--- src/rtl/digit_rx_m10.sv ---
`default_nettype none
// ============================================================================
// Module   : digit_rx_m10
// Purpose  : Receiver/checker for the tens-of-minutes digit (xx:mx). Decodes
//            the sampled digit to registered 7-segment drive, tracks the
//            digit/carry sequence of the 0..MAX_VAL counter, declares lock
//            after LOCK_N consecutive correct transitions, emits an hour tick
//            on validated MAX_VAL -> 0 rollover and keeps sticky and counted
//            error status for sequence faults seen while locked.
// Options  : SEG_ACTIVE_LOW_EN - when defined, seg_o drives a common-anode
//            display (every segment bit inverted, reset 7'h40, dash 7'h3F).
// Revision : 1.0 - initial release
// ============================================================================
module digit_rx_m10 #(
  parameter int MAX_VAL  = 5,
  parameter int HALF_VAL = 2,
  parameter int LOCK_N   = 3,
  parameter int ECW      = 8
) (
  input  logic           clk10m_i,
  input  logic           rstn_i,
  input  logic [3:0]     digit_i,
  input  logic           carry_i,
  input  logic           clr_err_i,
  output logic [6:0]     seg_o,
  output logic           hour_tick_o,
  output logic           sync_o,
  output logic           err_o,
  output logic [ECW-1:0] err_cnt_o
);

  // Parameters narrowed to the widths of the signals they are compared with.
  localparam logic [3:0]     MAX_D   = 4'(MAX_VAL);
  localparam logic [3:0]     HALF_D  = 4'(HALF_VAL);
  localparam logic [2:0]     LOCK_C  = 3'(LOCK_N);
  localparam logic [ECW-1:0] CNT_ONE = ECW'(1);

  // Segment polarity: XOR mask applied to the active-high table.
`ifdef SEG_ACTIVE_LOW_EN
  localparam logic [6:0] SEG_MASK = 7'h7F;
`else
  localparam logic [6:0] SEG_MASK = 7'h00;
`endif
  localparam logic [6:0] SEG_DASH = 7'h40;
  localparam logic [6:0] SEG_RST  = 7'h3F ^ SEG_MASK;

  typedef enum logic [1:0] {
    SEARCH = 2'd0,
    TRACK  = 2'd1,
    LOCKED = 2'd2
  } state_t;

  state_t     state;
  logic [3:0] prev_q;
  logic       carry_q;
  logic [2:0] good_cnt;

  logic       oor;
  logic [3:0] exp_d;
  logic       exp_c;
  logic       good;
  logic [6:0] seg_hi;
  logic [6:0] seg_nxt;
  logic       cnt_full;

  // Classify the current sample against the successor of the last valid one.
  always_comb begin
    oor      = (digit_i > MAX_D);
    exp_d    = (prev_q == MAX_D) ? 4'd0 : (prev_q + 4'd1);
    // The carry toggles when the counter leaves HALF_VAL (falls) or
    // MAX_VAL (rises, the hour boundary).
    exp_c    = carry_q ^ ((prev_q == HALF_D) || (prev_q == MAX_D));
    good     = !oor && (digit_i == exp_d) && (carry_i == exp_c);
    cnt_full = &err_cnt_o;
  end

  // Active-high 7-segment decode {g,f,e,d,c,b,a}; out-of-range shows a dash.
  always_comb begin
    seg_hi = SEG_DASH;
    if (!oor) begin
      case (digit_i)
        4'd0:    seg_hi = 7'h3F;
        4'd1:    seg_hi = 7'h06;
        4'd2:    seg_hi = 7'h5B;
        4'd3:    seg_hi = 7'h4F;
        4'd4:    seg_hi = 7'h66;
        4'd5:    seg_hi = 7'h6D;
        4'd6:    seg_hi = 7'h7D;
        4'd7:    seg_hi = 7'h07;
        4'd8:    seg_hi = 7'h7F;
        4'd9:    seg_hi = 7'h6F;
        default: seg_hi = SEG_DASH;
      endcase
    end
    seg_nxt = seg_hi ^ SEG_MASK;
  end

  // Sequence tracker FSM with all status outputs registered.
  always_ff @(posedge clk10m_i or negedge rstn_i) begin
    if (!rstn_i) begin
      state       <= SEARCH;
      prev_q      <= 4'd0;
      carry_q     <= 1'b1;
      good_cnt    <= 3'd0;
      seg_o       <= SEG_RST;
      hour_tick_o <= 1'b0;
      sync_o      <= 1'b0;
      err_o       <= 1'b0;
      err_cnt_o   <= '0;
    end else begin
      seg_o       <= seg_nxt;
      hour_tick_o <= 1'b0;

      // Out-of-range samples never become the reference for the next one.
      if (!oor) begin
        prev_q  <= digit_i;
        carry_q <= carry_i;
      end

      // Clear first; an error on the same edge below overrides it.
      if (clr_err_i) begin
        err_o     <= 1'b0;
        err_cnt_o <= '0;
      end

      case (state)
        SEARCH: begin
          if (!oor) begin
            state    <= TRACK;
            good_cnt <= 3'd0;
          end
        end

        TRACK: begin
          if (good) begin
            if ((good_cnt + 3'd1) == LOCK_C) begin
              state    <= LOCKED;
              sync_o   <= 1'b1;
              good_cnt <= 3'd0;
            end else begin
              good_cnt <= good_cnt + 3'd1;
            end
          end else begin
            good_cnt <= 3'd0;
          end
        end

        LOCKED: begin
          if (good) begin
            if (prev_q == MAX_D) begin
              hour_tick_o <= 1'b1;
            end
          end else begin
            err_o <= 1'b1;
            if (clr_err_i) begin
              err_cnt_o <= CNT_ONE;
            end else if (!cnt_full) begin
              err_cnt_o <= err_cnt_o + CNT_ONE;
            end
            state    <= TRACK;
            sync_o   <= 1'b0;
            good_cnt <= 3'd0;
          end
        end

        default: begin
          state    <= SEARCH;
          sync_o   <= 1'b0;
          good_cnt <= 3'd0;
        end
      endcase
    end
  end

endmodule
`default_nettype wire
--- config.mk ---
export PLATFORM = sky130hd
export DESIGN_NAME = digit_rx_m10
export DESIGN_NICKNAME = d
export VERILOG_FILES = /design/src/rtl/digit_rx_m10.sv
export SDC_FILE = /design/constraint.sdc
export NUM_CORES = 1
export LEC_CHECK = 0
export ABC_AREA = 1
export CORE_ASPECT_RATIO = 1.5
export CORE_UTILIZATION = 48
export DETAILED_ROUTE_END_ITERATION = 16
export HOLD_SLACK_MARGIN = 0.06
export PLACE_DENSITY = 0.84
export SLEW_MARGIN = 40
export SYNTH_ARGS = -nofsm -noshare
export SYNTH_HDL_FRONTEND = slang
export SYNTH_SLANG_ARGS = --single-unit
export TNS_END_PERCENT = 100
--- constraint.sdc ---
create_clock -name clk10m_i -period 1.5 [get_ports clk10m_i]
set_input_delay 0.3 -clock clk10m_i [delete_from_list [all_inputs] [get_ports clk10m_i]]
set_output_delay 0.3 -clock clk10m_i [all_outputs]
set_load 0.01 [all_outputs]
==> implementation parameters <==
Parameter                              Value

Outcome
  Run status    finished, violations left
  Violations in the final reports    setup timing

Critical path
  Cell seen most often among critical-path stages    sky130_fd_sc_hd__nand2_1
  Category of the worst setup path launch point    flop
  Category of the critical setup timing path    reg -> reg
  Kind of cell adding the most delay to the critical path    simple AND/OR/NAND/NOR gates
  Bufs and invs on worst path    2
  Worst endpoint data arrival time    1.89 ns
  Largest fanout of any net on the critical path    6
  Slowest cell on crit path    sky130_fd_sc_hd__dfrtp_2
  Endpoint kind of the worst setup timing path    flop
  Max incr delay on CP    about 0.43 ns
  List of cells traversed by the critical path    inv_2 > nor2_4 > nand2_2 > o211ai_1 > nand2_1 > nor2_4 > nand2_4 > buf_12 > nand2_2 > nand2_1 > nand2_1 > nand2_1
  Required time of the worst setup path    1.68 ns

Power and ir drop
  Share of total power consumed by net switching    about 28%
  Clock share of power    about 29%
  Combinational cell fraction of total power    20.6%
  Design internal power    1178 uW
  Leakage Power    0.001387 uW
  Areal power density over the cells    about 650 nW/um^2
  Switch Pwr    451.4 uW
  Part of the power in registers    between 50% and 60%
  Highest ir drop seen on vdd    0.7820 mV

Route
  Count of unresolved DRC violations after routing    0
  Iteration count of the initial detailed-routing pass    4
  Per-cell routed wire length    14.04 microns
  DR iter-0 viols    52
  Vias after detailed routing    roughly 1,800
  Post-route antenna net violation count    0
  Average via count per standard cell    5.340
  Total Wirelength    4788 microns

Timing
  Fin Clk Skew    0.002167 ns
  Worst hold slack across all endpoints    ~0.37 ns
  Number of hold-slack violations in the final timing report    0
  Clock period minus final worst setup slack    1.717 ns
  Transition at the pin with the smallest max-transition slack    0.2671 ns
  Setup ws final    -0.2166 ns
  Setup repair after global routing missed its margin    yes
  Slew HR    82.17%
  Final slew viol count    0
  Fmax    roughly 0.58 GHz
  Number of failing setup endpoints in the final timing report    16
  Tcrit/Tclk final    114.4%

Global route
  Number of antenna violations at the first check in global routing    0
  Aggregate global-route resource usage    24.58%
  Global Route met3 Usage    3.213%
  Met1 layer usage reported by global route    24.64%
  Most Crowded Layer GR    met2
  Number of global-route vias before repair    1,767
  GRT overflow    0
  Wire length of the first global-routing pass    7286 microns
  Met2 demand-to-capacity share in global routing    46.32%
  Pin count of the biggest net entering global routing    29

Logic synthesis
  Share of Yosys cell area claimed by the top area cell type    30.04%
  Synth Cell Area    1749 sq um
  Total of warnings raised by yosys    0
  Mean Syn Cell Area    7.443 sq um
  Number of unique standard cell types used by synthesis    29
  Cell taking the most area after synthesis    sky130_fd_sc_hd__dfrtp_1
  Number of synthesized register bits    28
  Sequential fraction of the synthesis area    roughly two fifths
  Biggest area contributors in the synthesized netlist    sky130_fd_sc_hd__dfrtp_1, sky130_fd_sc_hd__nand2_1, sky130_fd_sc_hd__dfstp_2
  Cells after Synth    235
  Post-synth net total    253

Placement
  Detailed placement HPWL    3139 microns
  DP Cell Count    about 330
  Setup slack at placement    -0.5558 ns
  Area post-placement    2305 sq um
  Final GP Congestion    about 0.8
  Count of buffers from port buffering    25

Flow run
  Number of max-cap violations    0

Clock network
  CTS buffer count    3
  Worst-path clk slew    about 0.09 ns
  Deepest level of the CTS H-tree    1
  Buffer depth of the longest clock path    2
  Clock Root Buffer    sky130_fd_sc_hd__clkbuf_8
  Clock Sinks    28
  CTS tree    yes
  Clock insertion delay at the later pin of the skew report    around 0.28 ns

Cells and area
  Fraction of layout instances using a drive strength above 1    31.77%
  Post-route insts no fill    between 300 and 400
  Most frequent standard cell in the layout excluding fill and tap cells    sky130_fd_sc_hd__nand2_1
  Final design utilization    73.19%
  Most used cells in the layout excluding fill and tap cells    sky130_fd_sc_hd__nand2_1, sky130_fd_sc_hd__buf_4, sky130_fd_sc_hd__inv_1, sky130_fd_sc_hd__dfrtp_1, sky130_fd_sc_hd__nor2_1
  Antenna diode instance count    0
  Final net count    318
  Area added between synthesis and finish    44.28%
  Final instance area    about 2500 sq um

Floorplan
  Placeable core region    3448 sq um
  Cell Rows    26
  Initial standard-cell utilization of the core    50.73%
  Vertical die dimension    ~76 microns
  DIE AREA    3895 sq um
  Floorplan die width    roughly 50 microns
  Num ports    26

Min path
  Type of the tightest min-delay check    in -> async
## power groups by stage
stage	Combinational, uW	Sequential [uW]	Clock (uW)
global route	367	823	498
CTS	310	819	481
detailed placement	307	831	0
floorplan	156	831	0
global placement	294	830	0
finish	336	820	474
## stage by stage
step                      setup TNS, ns  power [uW]
after floorplan                -0.01793       987.2
after global placement           -8.982        1124
after detailed placement         -10.26        1138
after CTS                        -1.559        1610
after global routing             -3.948        1687
final                            -2.792        1630
## area by class of cell
cell class	count	area, sq um
Tap cell	42	52.55
Clock buffer	4	55.05
Timing Repair Buffer	64	581.8
Multi-Input combinational cell	175	1011
Fill cell	262	924.6
Inverter	28	110.1
Sequential cell	28	713.2
## timing repair
action / in CTS / in global routing
endpoints found under the setup margin: 30 / 21
resized for setup: 20 / 23
buffers inserted: 8 / 1
gates cloned: 0 / 1
pin swaps: 3 / 10
hold buffers: 0 / 0
## state kept, by name, indices dropped and copies added, names as in the netlist
| register | cells |
|---|---|
| carry_q | 1 |
| err_cnt_o | 8 |
| err_o | 1 |
| good_cnt | 3 |
| hour_tick_o | 1 |
| prev_q | 4 |
| seg_o | 7 |
| state | 2 |
| sync_o | 1 |
## final timing paths
path,endpoint,depth (start not counted),from,slack [ns]
setup / recovery,err_cnt_o[2]$_DFF_PN0_,12,prev_q[0]$_DFFE_PN0P_,-0.22
hold / removal,err_cnt_o[7]$_DFF_PN0_,2,rstn_i,0.37
setup reg to reg,err_cnt_o[2]$_DFF_PN0_,12,prev_q[0]$_DFFE_PN0P_,-0.22
hold reg to reg,sync_o$_DFFE_PN0P_,2,sync_o$_DFFE_PN0P_,0.49
max in group asynchronous,carry_q$_DFFE_PN1P_,2,rstn_i,0.88
min in group clk10m_i,carry_q$_DFFE_PN1P_,3,carry_i,0.41
## cells in the mapped netlist (all sizes together)
library cell and count:
dfrtp 21, xnor2 2, a31oi 1, nor2 24
inv 26, o21a 1, clkinv 2, dfstp 7
nand4 3, clkbuf 1, ha 10, a21oi 13
o21ai 11, nand3b 2, nand3 16, xor2 4
nand2 86, nor3 1, buf 3, o211ai 1
## kinds of logic after synthesis
group	synth area share [%]
compound gates	8.513
xor+xnor	3.004
simple gates	32.83
fa+ha+maj	7.153
buf+inv	7.940
flops	40.56
## layer usage
| layer | up-vias | share of wire (%) |
|---|---|---|
| met3 | 17 | 4.5 |
| met1 | 851 | 36 |
| met2 | 84 | 56 |
| met4 | 0 | 3.4 |
| met5 | - | 0 |
| li1 | 869 | - |
Note: power is estimated with default switching activity, not from simulation.
